--- src/rtl/uart_parity_gen.sv ---
// Shared parity generator: one parity bit over a data word, even or odd sense.
// Latency: combinational.
// Backpressure: none.
module uart_parity_gen #(
    parameter int width = 8
) (
    input  logic [width-1:0] data,
    input  logic             odd,
    output logic             parity
);
    assign parity = (^data) ^ odd;
endmodule

--- src/rtl/uart_tx_frame_ctrl.sv ---
// UART transmit framer: start bit, data LSB first, optional parity, one or two stop bits (UART_TX_BREAK_EN adds i_break).
// Latency: o_txd drops to the start bit the cycle after accept; each bit lasts one i_baud_tick interval.
// Backpressure: o_data_ready only while idle and not breaking; inputs are latched at accept.
module uart_tx_frame_ctrl #(
    parameter int data_length = 8
) (
    input  logic                   i_sys_clk,
    input  logic                   i_sys_rst_n,
    input  logic                   i_baud_tick,
    input  logic [data_length-1:0] i_data,
    input  logic                   i_data_valid,
    output logic                   o_data_ready,
    input  logic                   i_parity_en,
    input  logic                   i_parity_type,
    input  logic                   i_stop2,
`ifdef UART_TX_BREAK_EN
    input  logic                   i_break,
`endif
    output logic                   o_txd,
    output logic                   o_busy
);
    localparam int cnt_w = $clog2(data_length);
    localparam logic [cnt_w-1:0] last_bit = cnt_w'(data_length - 1);

    typedef enum logic [2:0] {IDLE, START, DATA, PARITY, STOP} state_t;

    state_t                 state, state_d;
    logic [cnt_w-1:0]       bit_cnt, bit_cnt_d;
    logic                   stop_cnt, stop_cnt_d;
    logic [data_length-1:0] data_q;
    logic                   par_en_q, par_type_q, stop2_q;
    logic                   armed_q, busy_q, txd_q;
    logic                   txd_d, parity_bit, accept, brk;

`ifdef UART_TX_BREAK_EN
    assign brk = i_break;
`else
    assign brk = 1'b0;
`endif

    // armed_q keeps ready low while reset is held and for no longer than one edge after release
    assign o_data_ready = armed_q && (state == IDLE) && !brk;
    assign accept       = i_data_valid && o_data_ready;

    uart_parity_gen #(.width(data_length)) u_parity (
        .data   (data_q),
        .odd    (par_type_q),
        .parity (parity_bit)
    );

    always_comb begin
        state_d    = state;
        bit_cnt_d  = bit_cnt;
        stop_cnt_d = stop_cnt;
        txd_d      = 1'b1;
        case (state)
            IDLE: begin
                if (accept) begin
                    state_d    = START;
                    bit_cnt_d  = '0;
                    stop_cnt_d = 1'b0;
                end
            end
            START: begin
                if (i_baud_tick) begin
                    state_d   = DATA;
                    bit_cnt_d = '0;
                end
            end
            DATA: begin
                if (i_baud_tick) begin
                    if (bit_cnt == last_bit) begin
                        bit_cnt_d  = '0;
                        stop_cnt_d = 1'b0;
                        state_d    = par_en_q ? PARITY : STOP;
                    end else begin
                        bit_cnt_d = bit_cnt + 1'b1;
                    end
                end
            end
            PARITY: begin
                if (i_baud_tick) begin
                    state_d    = STOP;
                    stop_cnt_d = 1'b0;
                end
            end
            STOP: begin
                if (i_baud_tick) begin
                    if (stop2_q && !stop_cnt) begin
                        stop_cnt_d = 1'b1;
                    end else begin
                        stop_cnt_d = 1'b0;
                        state_d    = IDLE;
                    end
                end
            end
            default: state_d = IDLE;
        endcase

        // line value is decoded from the next state so o_txd can be a plain flop
        case (state_d)
            START:   txd_d = 1'b0;
            DATA:    txd_d = data_q[bit_cnt_d];
            PARITY:  txd_d = parity_bit;
            default: txd_d = 1'b1;
        endcase
    end

    always_ff @(posedge i_sys_clk or negedge i_sys_rst_n) begin
        if (!i_sys_rst_n) begin
            state      <= IDLE;
            bit_cnt    <= '0;
            stop_cnt   <= 1'b0;
            data_q     <= '0;
            par_en_q   <= 1'b0;
            par_type_q <= 1'b0;
            stop2_q    <= 1'b0;
            armed_q    <= 1'b0;
            busy_q     <= 1'b0;
            txd_q      <= 1'b1;
        end else begin
            state    <= state_d;
            bit_cnt  <= bit_cnt_d;
            stop_cnt <= stop_cnt_d;
            armed_q  <= 1'b1;
            busy_q   <= (state_d != IDLE);
            txd_q    <= brk ? 1'b0 : txd_d;
            if (accept) begin
                data_q     <= i_data;
                par_en_q   <= i_parity_en;
                par_type_q <= i_parity_type;
                stop2_q    <= i_stop2;
            end
        end
    end

    assign o_txd  = txd_q;
    assign o_busy = busy_q;
endmodule

--- config.mk ---
export PLATFORM = sky130hd
export DESIGN_NAME = uart_tx_frame_ctrl
export DESIGN_NICKNAME = d
export VERILOG_FILES = /design/src/rtl/uart_parity_gen.sv /design/src/rtl/uart_tx_frame_ctrl.sv
export SDC_FILE = /design/constraint.sdc
export NUM_CORES = 1
export LEC_CHECK = 0
export CAP_MARGIN = 20
export CORE_MARGIN = 5
export CORE_UTILIZATION = 33
export CTS_BUF_LIST = sky130_fd_sc_hd__clkbuf_16
export CTS_CLUSTER_SIZE = 40
export DETAILED_ROUTE_END_ITERATION = 8
export SLEW_MARGIN = 15
export SYNTH_ARGS = -nofsm -noshare
export SYNTH_HDL_FRONTEND = slang
export SYNTH_SLANG_ARGS = --single-unit
export TNS_END_PERCENT = 50
--- constraint.sdc ---
create_clock -name i_sys_clk -period 2.2 [get_ports i_sys_clk]
set_input_delay 0.44 -clock i_sys_clk [delete_from_list [all_inputs] [get_ports i_sys_clk]]
set_output_delay 0.44 -clock i_sys_clk [all_outputs]
set_load 0.05 [all_outputs]
==> metrics.md <==
| Metric | Value |
|---|---|
| Status | finished clean |
| Crit Path Class | in -> reg |
| Vias | 838 |
| Slew @ Worst Pin | 497 ps |
| CP top delay family | buffers and inverters |
| H-tree levels | 1 |
| Grt ovf | 0 |
| Synth Instances | 106 |
| CP required | 2380 ps |
| Wire length on met2 | 1110 µm |
| CP Cell Sequence | clkdlybuf4s50_1 -> nor2b_1 -> nor3b_1 -> a311oi_1 -> inv_1 -> and3_1 -> o21a_1 -> a211oi_2 |
| Clock Skew | 4.72 ps |
| Post-CTS sizing | 0 |
| # setup viols final | 0 |
| Share of layout cells above drive strength 1 | 23.1% |
| Clk pin slew, worst setup/hold paths | 60 ps |
| TritonCTS Buffers | 3 |
| Cts hold-fix bufs | 0 |
| RSZ-0062 raised after global routing | no |
| Antenna Nets Post-Route | 0 |
| Post-synthesis adder-cell area fraction | 2.13% |
| DRC violation count after routing | 0 |
| Max cap viols | 0 |
| Initial antenna violation count | 0 |
| Hold Fails Final Rpt | 0 |
| Vias per std cell | 4.76 |
| CTS Sinks | 21 |
| CP max stage delay | 520 ps |
| I/O pins | 18 |
| Layout Nets | 148 |
| Post-synth EDFFs | 0 |
| Post-synthesis mux area share | 9.49% |
| Setup TNS | 0 ps |
| Flops & latches, synth | 21 |
| CP bufs+invs | 2 |
| Clock latency at the later pin of the worst-skew pair | 260 ps |
| Final min period | 2030 ps |
| Power Total | 2.19 mW |
| Vias in the first global route | 854 |
| Die ar. | 4850 µm² |
| Global Route Usage Sum | 10.2% |
| Startpoint types | input pin |
| Synth Flop Type | dfrtp_1 |
| Post-DP HPWL | 1790 µm |
| PD cells | 1450 nW/µm² |
| Final Core Density | 44.4% |
| Row count | 21 |
| Cell variety after synth | 39 |
| R2R Path Start | bit_cnt[0] |
| Die X | 69.6 µm |
| Reg2reg path depth | 8 |
| Area Overhead vs Synth | 28.1% |
| Highest metal layer with signal wires | met4 |
| Crit path launch | i_baud_tick |
| Placement Setup Slack | -87.8 ps |
| Max-slew violations | 0 |
| DRT Wirelength | 2220 µm |
| LEAKAGE | 0.639 nW |
| Initial Utilization | 34.6% |
| Rel. slew slack | 66.8% |
| Number of port buffers | 17 |
| CTS tree | built |
| Fmax | 493 MHz |
| Async set-reset flop share out of synthesis | 100% |
| Post-Synth Simple-Gate Area | 17.0% |
| Routed length per instance | 12.6 µm |
| Post-CTS Setup Inserts | 0 |
| Met3 routed wirelength | 90 µm |
| Routability congestion estimate | 0.825 |
| Crit. End Element | flop |
| Initial drt markers | 56 |
| Syn Nets | 123 |
| Global-route wire length before repair | 3900 µm |
| CP max FO | 8 |
| XOR/XNOR Fraction of Synth Area | 6.40% |
| Critical Path Slowest Stage Cell | clkdlybuf4s50_1 |
| Longest Clk Path Bufs | 2 |
| Area fraction in compound gates after synthesis | 13.8% |
| WL met1 | 969 µm |
| Worst Path Arrival | 2210 ps |
| Max VDD drop | 630 µV |
| Sequential-to-total area share from yosys stat | 44.9% |
| Fin worst setup slack | 171 ps |
| Largest net degree at the start of global routing | 15 |
| Mapped Area | 1170 µm² |
| Final Cycle Share | 92.2% |
| Core area | 3390 µm² |
| Die span in y | 69.6 µm |
| Syn. warnings | 0 |
| Diode count | 0 |
| First drt pass iteration count | 4 |
| Critical Path Stages | 8 |
| Main combinational cell family by area after synthesis | simple AND/OR/NAND/NOR gates |
| Root Buffer | clkbuf_16 |
| Worst Hold Class | in -> async |
| Syn avg cell area | 11.1 µm² |
## cells in the mapped netlist, drive strengths merged, types with 2 or more instances
master,count,share of area (%)
o21ai,6,2.6
and3,3,1.6
buf,5,3.2
xnor2,6,4.5
nor2,4,1.3
a21oi,4,1.7
a211oi,2,1.7
mux2,9,8.6
inv,9,2.9
nand3,2,0.85
nand3b,2,1.3
nor3b,3,1.9
dfrtp,20,43
nand2,6,1.9
nor3,3,1.3
ha,2,2.1
a22o,2,2.2
## through the flow
stage	instance area [µm²]	hold WS (ps)	instances
finish	1500	499	176
global route	1500	541	176
CTS	1500	513	176
detailed placement	1420	522	172
global placement	1420	523	172
floorplan	1170	144	106
## layer usage
metal | vias to the layer above | GRT usage [%]
met5 | - | 0
li1 | 424 | -
met4 | 0 | 5.11
met2 | 15 | 17.3
met1 | 394 | 11.4
met3 | 5 | 3.19
## power by group
part / leakage (nW) / internal [mW] / total [mW] / switching, mW
registers: 0.254 / 0.555 / 0.700 / 0.145
logic: 0.348 / 0.629 / 1.10 / 0.470
clock network: 0.0371 / 0.246 / 0.389 / 0.143
total: 0.639 / 1.43 / 2.19 / 0.758
## layout by cell type, fill, tap and decap left out, types with 2 or more instances in the layout
master / instances
mux2_2: 9
inv_1: 8
nand2_1: 6
dfrtp_1: 20
nor3_1: 3
nand3_1: 2
xnor2_1: 6
and3_1: 3
clkbuf_16: 3
buf_4: 9
ha_1: 2
a21oi_1: 4
nor3b_1: 3
clkdlybuf4s50_1: 16
nand3b_1: 2
nor2_1: 4
o21ai_0: 6
## worst reg2reg max path, delay by kind of cell, from the launching register on
kind                       cells  cell delay (ps)
AOI/OAI and AO/OA              3              550
DFF                            1              410
adders and majority gates      2              430
and+or+nand+nor                2              320
buffers and inverters          1              170
## cell families after synthesis
family,Yosys count
AND/OR/NAND/NOR,30
AO/OA/AOI/OAI,21
flip-flops,21
buffers and inverters,14
multiplexers,10
XOR/XNOR,7
adder cells (fa/ha/maj),2
other,1
## registers in the layout, summed over array words and instances, names as in the netlist
register	cells
o_busy	1
bit_cnt	3
o_txd	1
data_q	8
par_en_q	1
armed_q	1
state	3
par_type_q	1
stop2_q	1
stop_cnt	1
## area by class of cell
| cell class | count | area (µm²) |
|---|---|---|
| Tap cell | 46 | 57.6 |
| Clock buffer | 3 | 75.1 |
| Timing Repair Buffer | 25 | 228 |
| Inverter | 9 | 33.8 |
| Multi-Input combinational cell | 71 | 576 |
| Sequential cell | 21 | 527 |
| Clock inverter | 1 | 7.51 |
| Fill cell | 326 | 1890 |
## path summary, 6_finish.rpt
kind | endpoint | slack (ps)
min in group i_sys_clk | bit_cnt[1] | 530
worst min-delay path | bit_cnt[0] | 500
worst max-delay path | o_txd | 170
max in group asynchronous | data_q[3] | 1170
worst min register to register | bit_cnt[1] | 530
worst max register to register | o_txd | 250
Power figures use the tool's default switching activity.
